File: config.mk
export PLATFORM = sky130hd
export DESIGN_NAME = id_ex_pipe_reg
export DESIGN_NICKNAME = d
export VERILOG_FILES = /design/src/rtl/id_ex_pipe_reg.sv
export SDC_FILE = /design/constraint.sdc
export NUM_CORES = 1
export LEC_CHECK = 0
export BUFFER_PORTS_ARGS = -buffer_cell sky130_fd_sc_hd__buf_4
export CAP_MARGIN = 20
export CORE_MARGIN = 10
export CORE_UTILIZATION = 29
export CTS_BUF_LIST = sky130_fd_sc_hd__clkbuf_4
export DETAILED_ROUTE_END_ITERATION = 16
export GPL_ROUTABILITY_DRIVEN = 0
export PLACE_DENSITY = 0.61
export SLEW_MARGIN = 40
export SYNTH_ARGS = -nofsm -noshare
export SYNTH_HDL_FRONTEND = slang
export SYNTH_SLANG_ARGS = --single-unit
File: constraint.sdc
create_clock -name clk -period 2 [get_ports clk]
set_input_delay 0.2 -clock clk [delete_from_list [all_inputs] [get_ports clk]]
set_output_delay 0.2 -clock clk [all_outputs]
set_load 0.02 [all_outputs]
File: src/rtl/id_ex_pipe_reg.sv
// ID/EX pipeline register for the LEGv8 core: operand capture,
// EX/MEM + MEM/WB forwarding, load-use bubble insertion and stall count.
module id_ex_pipe_reg (
  input  logic        clk,
  input  logic        rst_n,
  input  logic        id_valid,
  input  logic [63:0] id_readData1,
  input  logic [63:0] id_readData2,
  input  logic [4:0]  id_readAddr1,
  input  logic [4:0]  id_addr2,
  input  logic [4:0]  id_writeAddr,
  input  logic        id_regWrite,
  input  logic        id_memRead,
  input  logic        id_memWrite,
  input  logic        id_memToReg,
  input  logic [2:0]  id_aluOp,
  input  logic        flush,
  input  logic        exmem_regWrite,
  input  logic [4:0]  exmem_writeAddr,
  input  logic [63:0] exmem_aluResult,
  input  logic        memwb_regWrite,
  input  logic [4:0]  memwb_writeAddr,
  input  logic [63:0] memwb_writeData,
  output logic        stall,
  output logic        ex_valid,
  output logic        ex_regWrite,
  output logic        ex_memRead,
  output logic        ex_memWrite,
  output logic        ex_memToReg,
  output logic [2:0]  ex_aluOp,
  output logic [4:0]  ex_writeAddr,
  output logic [63:0] ex_opA,
  output logic [63:0] ex_opB,
  output logic [31:0] stall_count
);

  typedef struct packed {
    logic        valid;
    logic        regWrite;
    logic        memRead;
    logic        memWrite;
    logic        memToReg;
    logic [2:0]  aluOp;
    logic [4:0]  writeAddr;
    logic [4:0]  srcA;
    logic [4:0]  srcB;
    logic [63:0] dataA;
    logic [63:0] dataB;
  } id_ex_t;

  localparam logic [4:0] XZR = 5'd31;

  id_ex_t      r_q;
  logic [31:0] r_stall_count;
  logic        w_hit;
  logic        w_stall;
  logic        w_bubble;

  assign w_hit = (id_readAddr1 == r_q.writeAddr)
               | (id_addr2 == r_q.writeAddr);

  assign w_stall = rst_n & ~flush & r_q.valid
                 & r_q.memRead & (r_q.writeAddr != XZR)
                 & id_valid & w_hit;

  assign w_bubble = flush | w_stall;

  // EX/MEM is younger than MEM/WB, so it wins; XZR always reads zero-path
  function automatic logic [63:0] fwd(
    input logic [4:0]  src,
    input logic [63:0] rf
  );
    if (exmem_regWrite && exmem_writeAddr == src && src != XZR)
      return exmem_aluResult;
    else if (memwb_regWrite && memwb_writeAddr == src && src != XZR)
      return memwb_writeData;
    else
      return rf;
  endfunction

  always_ff @(posedge clk) begin
    if (!rst_n) begin
      r_q <= '0;
    end else if (w_bubble) begin
      r_q.valid    <= 1'b0;
      r_q.regWrite <= 1'b0;
      r_q.memRead  <= 1'b0;
      r_q.memWrite <= 1'b0;
      r_q.memToReg <= 1'b0;
      r_q.aluOp    <= 3'd0;
    end else begin
      r_q.valid     <= id_valid;
      r_q.regWrite  <= id_valid & id_regWrite;
      r_q.memRead   <= id_valid & id_memRead;
      r_q.memWrite  <= id_valid & id_memWrite;
      r_q.memToReg  <= id_valid & id_memToReg;
      r_q.aluOp     <= id_valid ? id_aluOp : 3'd0;
      r_q.writeAddr <= id_writeAddr;
      r_q.srcA      <= id_readAddr1;
      r_q.srcB      <= id_addr2;
      r_q.dataA     <= id_readData1;
      r_q.dataB     <= id_readData2;
    end
  end

  always_ff @(posedge clk) begin
    if (!rst_n)
      r_stall_count <= 32'd0;
    else if (w_stall && r_stall_count != 32'hFFFF_FFFF)
      r_stall_count <= r_stall_count + 32'd1;
  end

  assign stall        = w_stall;
  assign ex_valid     = r_q.valid;
  assign ex_regWrite  = r_q.regWrite;
  assign ex_memRead   = r_q.memRead;
  assign ex_memWrite  = r_q.memWrite;
  assign ex_memToReg  = r_q.memToReg;
  assign ex_aluOp     = r_q.aluOp;
  assign ex_writeAddr = r_q.writeAddr;
  assign ex_opA       = fwd(r_q.srcA, r_q.dataA);
  assign ex_opB       = fwd(r_q.srcB, r_q.dataB);
  assign stall_count  = r_stall_count;

endmodule

==> impl_metrics.toml <==
[run_status]
status = "finished, violations left"
violations = "negative setup slack"

[placed_design]
place_inst = 2253
hpwl_um = 35200
dp_worst_setup_slack_ns = -0.254
numPortBuffers = 467

[floorplanning]
dieArea_um2 = 42700
start_util_pct = 29.4
die_w_um = 207
core_um2 = 34500
chipHeight_um = 207
io_pins = 468
core.rowCount = 68

[sta]
finalSetupViolations = 208
fin_ws_ns = -0.764
holdWs_ns = 0.300
hold_viol = 0
fin_setup_tns_ns = -81.22
fin_crit_sh_pct = 138
fmax_ghz = 0.362
clock_skew_ns = 0.0194
max_slew.worst_pin.slew_ns = 0.956
post-route-min-period_ns = 2.76
drv_slew = 0
rsz0062_at_grt = "true"
maxSlewHeadroom_pct = 36.2

[final_layout]
area_growth_pct = 99.9
nNetsFinal = 2375
nFillCells = 2855
layout.cells.non_filler = 2552
drive_above_1_share_pct = 47.9
multi_input_area_um2 = 7170
regArea_um2 = 3720

[synthesis]
ys_warn_count = 0
async_reset_ff_share_pct = 0
netlist_top_cells_count = "292 x nand2_1, 273 x o21ai_0, 183 x dfxtp_1"
yosysUniqueCellTypes = 48
synth_top_area_share_pct = 36.2
synth_edf_count = 0
syn_area_per_cell_um2 = 7.56
synth-seq-cells = 183
synth_top_cell_by_area = "dfxtp_1"
syn-num-nets = 1633
synthTopCellsByArea = "dfxtp_1 36%, o21ai_0 14%, mux2i_1 13%"
synth_area_um2 = 10100
synthCells = 1338
yosysSeqAreaShare_pct = 36.2
synth_top_flop_cell = "dfxtp_1"
yosysMostFrequentCell = "nand2_1"

[flow_run]
cap_violations = 0

[grt]
grt_pass1_vias = 12500
grt_usage_pct = 21.8
grt_pass1_wl_um = 73000
grt_max_degree = 169
grt_antenna_before_repair = 5
grt_remaining_overflow = 0

[drt]
dr_total_vias = 13300
via_per_inst = 5.22
routed_wl_um = 57300
ant_nets = 0
drt-initial-drc-count = 775
dr.pass1.iters = 6
wire_per_inst_um = 22.5
drc = 0

[power]
power_density_nw_per_um2 = 456
p_leak_nw = 8.12
peakVddDrop_mv = 0.399
finalPower_mw = 9.21

[setup_path]
required_ns = 1.80
worstPathMaxFanout = 8
start_kind = "flip-flop"
path_class = "reg -> out"
worstSetupEndpointType = "output pin"
critPathArrivalTime_ns = 2.56
cpMaxStageDelayCell = "dfxtp_4"
path_cells = "xor2_1 -> nor3_1 -> and4_4 -> buf_12 -> buf_4 -> buf_16 -> mux2i_1 -> o21ai_1 -> buf_4"
cpMostUsedCell = "buf_4"
r2r_cells = 12
max_stage_delay_ns = 0.39

[clock_network]
cts_max_path_buffers = 2
cts.sinks = 183
htree_levels = 4
cts_made_buffers = 17
clock_latency_ns = 0.58
path_clk_slew_ns = 0.17
tritoncts = "done"
root_buffer = "clkbuf_4"

[worst_hold_path]
hp-class = "in -> reg"
holdPathStages = 5
-- metrics by stage --
| stage | instance area, um^2 | util, % |
|---|---|---|
| 6_report | 20200 | 58.7 |
| 5_1_grt | 20200 | 58.7 |
| 4_1_cts | 17600 | 51.2 |
| 3_5_place_dp | 14700 | 42.7 |
| 3_3_place_gp | 14700 | 42.7 |
| 2_1_floorplan | 10100 | - |
-- where the power goes --
part           switching, mW  internal [mW]
Sequential             0.177           3.82
Combinational           1.36           1.55
Clock                   1.43          0.871
-- layer usage --
| metal | global-route usage [%] | up-vias | routed length (um) |
|---|---|---|---|
| met5 | 0 | - | 0 |
| met4 | 7.06 | 0 | 2390 |
| met3 | 5.84 | 142 | 4740 |
| met2 | 39.3 | 610 | 28700 |
| met1 | 24.5 | 6347 | 21500 |
| li1 | - | 6222 | - |
-- cell type report --
type	count	share of cell area (%)
inverter	3	0.0557
clock inverter	13	0.842
tap	455	2.82
timing repair buffer	840	41.7
multi-input combinational	1035	35.5
sequential	183	18.4
clock buffer	17	0.631
antenna	6	0.0743
-- registers in the layout, summed over array words and instances (netlist names) --
| register | count |
|---|---|
| ex_aluOp | 3 |
| ex_memRead | 1 |
| ex_memToReg | 1 |
| ex_memWrite | 1 |
| ex_regWrite | 1 |
| ex_valid | 1 |
| ex_writeAddr | 5 |
| r_q | 138 |
| stall_count | 32 |
-- cell usage in the layout, fill, tap and decap left out, types with 13 or more instances in the layout --
master         count
buf_4            509
nand2_1          274
o21ai_1          195
dfxtp_1          160
dlygate4sd3_1    150
nand3_2           92
mux2i_1           89
buf_6             71
nand3_1           67
o21ai_0           49
o21ai_2           39
clkbuf_16         33
buf_12            33
buf_8             29
mux2i_2           26
nand2_2           18
mux2i_4           17
clkbuf_4          17
nand4_1           14
a21oi_2           14
buf_16            14
dfxtp_2           13
-- path summary, 6_finish.rpt --
| path | start | to | slack (ns) |
|---|---|---|---|
| worst min register to register | r_q[71] | r_q[71] | 0.47 |
| worst max register to register | ex_writeAddr[4] | r_q[0] | -0.07 |
| worst min-delay path | rst_n | r_q[97] | 0.30 |
| worst max-delay path | r_q[135] | ex_opA[2] | -0.76 |
-- cell families (layout without fill, tap and decap cells) --
kind of cell    count (synthesis)  in the layout  synth area share (%)
buf+inv                       121            873                  6.21
fa+ha+maj                       1              1                 0.124
compound gates                328            328                  17.0
flops                         183            183                  36.2
mux                           132            132                  13.1
other cells                     0              6                     0
xor+xnor                       31             31                  2.68
simple gates                  542            543                  24.7
-- critical path, delay by kind of cell, from the launching register on --
kind | cells | cell delay [ns]
AO/OA/AOI/OAI | 1 | 0.09
multiplexers | 1 | 0.26
flip-flops | 1 | 0.39
XOR/XNOR | 1 | 0.15
AND/OR/NAND/NOR | 2 | 0.50
buffers and inverters | 4 | 0.59
-- what timing repair did --
item                                    in CTS  in global routing
resized for setup                          156                402
pin swaps                                   31                 73
cloned                                      14                 44
hold buffers                               150                  0
hold endpoints to repair                   150                  0
buffers inserted                            19                 42
endpoints found under the setup margin     218                260
Note: power is estimated with default switching activity, not from simulation.
